--- config.mk ---
export PLATFORM = sky130hd
export DESIGN_NAME = lease_arbiter
export DESIGN_NICKNAME = d
export VERILOG_FILES = /design/src/rtl/arb_pkg.sv /design/src/rtl/rr_pick.sv /design/src/rtl/lease_arbiter.sv
export SDC_FILE = /design/constraint.sdc
export NUM_CORES = 1
export LEC_CHECK = 0
export ABC_AREA = 1
export CAP_MARGIN = 20
export CORE_MARGIN = 2
export CORE_UTILIZATION = 56
export DETAILED_ROUTE_END_ITERATION = 12
export GPL_TIMING_DRIVEN = 0
export PLACE_DENSITY = 0.8
export REMOVE_ABC_BUFFERS = 1
export SETUP_SLACK_MARGIN = 0.4
export SYNTH_ARGS = -nofsm -noshare
export SYNTH_HDL_FRONTEND = slang
export SYNTH_SLANG_ARGS = --single-unit
--- constraint.sdc ---
create_clock -name clk -period 2.95 [get_ports clk]
set_input_delay 0.7375 -clock clk [delete_from_list [all_inputs] [get_ports clk]]
set_output_delay 0.7375 -clock clk [all_outputs]
set_load 0.02 [all_outputs]
--- src/rtl/arb_pkg.sv ---
`default_nettype none
// ============================================================================
//  Module      : arb_pkg
//  Description : Shared definitions for the lease arbiter: FSM state encoding
//                and default sizing.
//  Contents    : lease_state_t  - IDLE / GRANT / REVOKE
//                N_DEFAULT      - default number of requesters
//                LEASE_DEFAULT  - default lease length in grant cycles
//                OWNER_W        - owner index width for the default N
//  Revision    : 1.0 - initial release
// ============================================================================
package arb_pkg;

    localparam int N_DEFAULT     = 8;
    localparam int LEASE_DEFAULT = 16;
    localparam int OWNER_W       = $clog2(N_DEFAULT);

    typedef enum logic [1:0] {
        IDLE   = 2'd0,
        GRANT  = 2'd1,
        REVOKE = 2'd2
    } lease_state_t;

endpackage
`default_nettype wire

--- src/rtl/rr_pick.sv ---
`default_nettype none
// ============================================================================
//  Module      : rr_pick
//  Description : Combinational rotate-priority encoder. Returns the first set
//                request found scanning ptr, ptr+1, ... wrapping at N-1.
//  Ports       : req   [N-1:0]  in   request vector
//                ptr   [W-1:0]  in   highest-priority index (0..N-1)
//                valid          out  at least one request is set
//                idx   [W-1:0]  out  selected index (0 when !valid)
//  Revision    : 1.0 - initial release
// ============================================================================
module rr_pick
    import arb_pkg::*;
#(
    parameter int N = N_DEFAULT
) (
    input  logic [N-1:0]         req,
    input  logic [$clog2(N)-1:0] ptr,
    output logic                 valid,
    output logic [$clog2(N)-1:0] idx
);

    localparam int W = $clog2(N);
    localparam logic [W:0] N_EXT = N[W:0];

    // One extra bit so ptr + offset (at most 2N-2) never overflows before
    // the wrap subtraction.
    logic [W:0] w_pos;

    always_comb begin
        valid = |req;
        idx   = '0;
        w_pos = '0;
        // Scan from the farthest offset down to zero so the closest set
        // request (smallest offset from ptr) is the last one written.
        for (int k = N - 1; k >= 0; k--) begin
            w_pos = {1'b0, ptr} + k[W:0];
            if (w_pos >= N_EXT) begin
                w_pos = w_pos - N_EXT;
            end
            if (req[w_pos[W-1:0]]) begin
                idx = w_pos[W-1:0];
            end
        end
    end

endmodule
`default_nettype wire

--- src/rtl/lease_arbiter.sv ---
`default_nettype none
// ============================================================================
//  Module      : lease_arbiter
//  Description : Round-robin arbiter with a hold-time lease. A client keeps
//                req high while it owns the resource and drops it to release.
//                After LEASE grant cycles revoke asks the owner to let go;
//                the grant itself is never withdrawn by the arbiter.
//  Ports       : clk              in   clock, rising edge
//                rst_n            in   asynchronous active-low reset
//                req    [N-1:0]   in   per-client request
//                enable           in   1 = new grants allowed, 0 = drain
//                ack    [N-1:0]   out  one-hot grant, zero when no owner
//                revoke           out  lease expired, owner should release
//                busy             out  an owner exists
//                owner  [W-1:0]   out  owner index, 0 when not busy
//  Revision    : 1.0 - initial release
// ============================================================================
module lease_arbiter
    import arb_pkg::*;
#(
    parameter int N     = N_DEFAULT,
    parameter int LEASE = LEASE_DEFAULT
) (
    input  logic                 clk,
    input  logic                 rst_n,
    input  logic [N-1:0]         req,
    input  logic                 enable,
    output logic [N-1:0]         ack,
    output logic                 revoke,
    output logic                 busy,
    output logic [$clog2(N)-1:0] owner
);

    localparam int OW = $clog2(N);
    localparam logic [OW-1:0] LAST_IDX   = OW'(N - 1);
    localparam logic [7:0]    LEASE_LAST = 8'(LEASE - 1);

    lease_state_t   r_state;
    lease_state_t   w_state_nxt;
    logic [OW-1:0]  r_ptr;
    logic [OW-1:0]  w_ptr_nxt;
    logic [7:0]     r_cnt;
    logic [7:0]     w_cnt_nxt;
    logic [N-1:0]   w_ack_nxt;
    logic           w_revoke_nxt;
    logic           w_busy_nxt;
    logic [OW-1:0]  w_owner_nxt;

    logic           w_pick_valid;
    logic [OW-1:0]  w_pick_idx;
    logic [OW-1:0]  w_ptr_after_owner;

    rr_pick #(
        .N (N)
    ) u_rr_pick (
        .req   (req),
        .ptr   (r_ptr),
        .valid (w_pick_valid),
        .idx   (w_pick_idx)
    );

    // Priority moves just past the releasing owner so it goes to the back.
    assign w_ptr_after_owner = (owner == LAST_IDX) ? '0 : owner + 1'b1;

    always_ff @(posedge clk or negedge rst_n) begin
        if (!rst_n) begin
            r_state <= IDLE;
            ack     <= '0;
            revoke  <= 1'b0;
            busy    <= 1'b0;
            owner   <= '0;
            r_ptr   <= '0;
            r_cnt   <= '0;
        end else begin
            r_state <= w_state_nxt;
            ack     <= w_ack_nxt;
            revoke  <= w_revoke_nxt;
            busy    <= w_busy_nxt;
            owner   <= w_owner_nxt;
            r_ptr   <= w_ptr_nxt;
            r_cnt   <= w_cnt_nxt;
        end
    end

    always_comb begin
        w_state_nxt  = r_state;
        w_ack_nxt    = ack;
        w_revoke_nxt = revoke;
        w_busy_nxt   = busy;
        w_owner_nxt  = owner;
        w_ptr_nxt    = r_ptr;
        w_cnt_nxt    = r_cnt;

        case (r_state)
            IDLE: begin
                if (enable && w_pick_valid) begin
                    w_state_nxt             = GRANT;
                    w_ack_nxt               = '0;
                    w_ack_nxt[w_pick_idx]   = 1'b1;
                    w_owner_nxt             = w_pick_idx;
                    w_busy_nxt              = 1'b1;
                    w_cnt_nxt               = '0;
                end
            end

            GRANT: begin
                // Release takes precedence over lease expiry on the same edge.
                if (!req[owner]) begin
                    w_state_nxt = IDLE;
                    w_ack_nxt   = '0;
                    w_busy_nxt  = 1'b0;
                    w_owner_nxt = '0;
                    w_ptr_nxt   = w_ptr_after_owner;
                end else if (r_cnt == LEASE_LAST) begin
                    w_state_nxt  = REVOKE;
                    w_revoke_nxt = 1'b1;
                end else begin
                    w_cnt_nxt = r_cnt + 8'd1;
                end
            end

            REVOKE: begin
                if (!req[owner]) begin
                    w_state_nxt  = IDLE;
                    w_ack_nxt    = '0;
                    w_revoke_nxt = 1'b0;
                    w_busy_nxt   = 1'b0;
                    w_owner_nxt  = '0;
                    w_ptr_nxt    = w_ptr_after_owner;
                end
            end

            default: begin
                w_state_nxt  = IDLE;
                w_ack_nxt    = '0;
                w_revoke_nxt = 1'b0;
                w_busy_nxt   = 1'b0;
                w_owner_nxt  = '0;
            end
        endcase
    end

endmodule
`default_nettype wire

==> impl_metrics.toml <==
[sta]
timing.hold.ws_ns = 0.4982
setup_violations = 0
hold_viol = 0
relSlewSlack_pct = 71.83
rsz0062_at_grt = "false"
fin_crit_sh_pct = 79.31
fmax_ghz = 0.4274
worst_clock_skew_ns = 0.005336
tns_ns = 0
worstMarginPinSlew_ns = 0.4181
setup_ws_ns = 0.6102
slew_violations = 0
finalCriticalPeriod_ns = 2.340

[global_routing]
first_global_vias = 1775
grt_max_degree = 21
grt_overflow = 0
grt_pass1_wl_mm = 7.576
grt.total_usage_pct = 23.19
antenna_found_initial = 0

[drt]
avgRoutedWirePerCell_um = 11.55
wl_mm = 4.284
num_vias = 1906
antenna_left = 0
wl_met3_um = 107
via_per_inst = 5.137
drc = 0
drtIter0Drc = 73
maxUsedRoutingLayer = "met4"
firstDrtPassIters = 4
met2WireLength_mm = 2.042
met1_length_mm = 2.077

[synthesis]
yosys-top-cells-count = "nand2_1, nand3_1, inv_1, dfrtp_1, nor2_1"
synth-async-reset-ratio_pct = 100.0
yosys_warnings = 0
synth_ff_type = "dfrtp_1"
syn_avg_cell_area_um2 = 6.757
ys_seq_elements = 26
synth.yosys.seq_area_share_pct = 32.42
synth_most_common_cell = "nand2_1"
synth_cell_types = 28
syn_area_um2 = 2007
synth_area_leaders = "dfrtp_1, nand2_1, nand3_1"
synth_top_area_share_pct = 32.42
yosys.area.top_type = "dfrtp_1"
syn_inst = 297
synth_edf_count = 0

[placement]
dp_hpwl_mm = 3.454
post_dp_cell_area_um2 = 2296
pre_cts_slack_ns = 0.1203
port_buffers = 23
finalWeightedCongestion = 0.8169

[layout]
drive_gt1_share_pct = 15.38
fillers = 286
design_area_um2 = 2379
diodes = 0
nets = 345
syn_to_final_growth_pct = 18.52

[worst_setup_path]
worstReg2RegEnd = "owner[1]"
r2r_slack_ns = 0.63
cp_max_fo = 6
crit_required_ns = 3.21
cp.arrival_ns = 2.60
critPathLaunchType = "input pin"
end_kind = "register"
reg2reg_from = "r_ptr[1]"
worstSetupPathType = "input pin to register"
rr_worst_depth = 16

[cts]
clock_path_buffers = 2
cts_inserted_buffers = 3
root_buffer = "clkbuf_4"
cts_tree = "built"
htree_levels = 1
clock_sinks = 26
cts.clk_slew.worst_paths_ns = 0.14
clock_latency_ns = 0.32
hold_buffers = 0

[power_and_ir_drop]
pwr_density_cell_nw_per_um2 = 1201
leakage_uw = 0.001230
total_power_uw = 2857
ir_drop_v = 0.0006662

[die]
rows = 21
coreArea_um2 = 3390
start_util_pct = 59.21
boundaryPins = 24
die_w_um = 63.87
die_y_um = 63.87
die_area_um2 = 4079

[worst_hold_path]
hp-start = "busy"
min_path_type = "register to register"
worst_hold_path.num_cells = 2
min_to = "busy"

[status]
status = "complete, no violations"

[run]
drv_cap = 0
==> cells by family (layout without fill, tap and decap cells) <==
kind of cell | after synthesis | in the layout | synth area share (%)
and+or+nand+nor | 183 | 183 | 41.83
buffers and inverters | 41 | 69 | 8.603
AOI/OAI and AO/OA | 34 | 34 | 9.601
DFF | 26 | 26 | 32.42
adders and majority gates | 8 | 8 | 4.988
xor gates and xnor gates | 5 | 5 | 2.557
==> what timing repair did <==
item                                    4_1_cts  5_1_grt
resized for setup                             1        3
hold endpoints to repair                      0        0
endpoints found under the setup margin        8       14
buffers inserted                              0        3
==> power breakdown <==
group | switching (µW) | total, µW | internal (µW) | leakage [µW]
clock network | 104 | 241 | 137 | 0.0000279
logic | 1310 | 2040 | 726 | 0.000859
registers | 114 | 579 | 466 | 0.000344
total | 1530 | 2860 | 1330 | 0.00123
==> flip-flops by register name, summed over array words and instances (netlist names) <==
name and flops:
r_state 2, r_ptr 3, revoke 1, owner 3, busy 1, ack 8, r_cnt 8
==> cell type report <==
cell class | count | area (µm²) | share of cell area (%)
Inverter | 38 | 146.4 | 6.155
Tap cell | 46 | 57.56 | 2.420
Clock buffer | 3 | 22.52 | 0.9469
Timing Repair Buffer | 27 | 280.3 | 11.78
Sequential cell | 26 | 653.1 | 27.46
Clock inverter | 1 | 30.03 | 1.262
Multi-Input combinational cell | 230 | 1189 | 49.97
==> cell usage in the layout, fill, tap and decap left out, types with 7 or more instances in the layout <==
cell	count
nand2_1	93
nand3_1	39
inv_1	26
nor2_1	24
dfrtp_1	24
clkdlybuf4s50_1	23
nand2_2	14
a21oi_1	11
inv_2	10
o21ai_0	9
o21ai_1	8
ha_1	8
nand3_2	7
==> stage by stage <==
stage	instances	util, %
after global placement	363	66.93
after CTS	368	69.32
final	371	70.17
after detailed placement	364	67.74
after global routing	371	70.17
after floorplan	294	-
==> per-layer routing <==
metal	vias to the layer above	track usage [%]
met5	-	0
met2	32	39.71
met4	0	7.065
met1	852	30.11
li1	1016	-
met3	6	3.521
==> worst max path at each step <==
stage                   from  endpoint  depth (start not counted)
global route        r_ptr[1]    ack[0]                         17
floorplan           r_ptr[0]    ack[7]                         16
global placement      req[7]  r_cnt[7]                         13
finish                req[3]  r_cnt[7]                         13
CTS                 r_ptr[1]  owner[1]                         16
detailed placement    req[5]  r_cnt[7]                         13
==> worst max-delay path, cell delays in order <==
cell,delay (ns)
clkdlybuf4s50_1,0.56
nor2_1,0.06
nand4_1,0.09
nand2_1,0.09
nor3_2,0.23
inv_1,0.19
nand2_2,0.16
nand2_2,0.09
nor2_4,0.11
nand3_2,0.08
nand2_1,0.06
nand2_1,0.04
nor2_1,0.10
No activity file was read; power rests on OpenSTA's default activity.
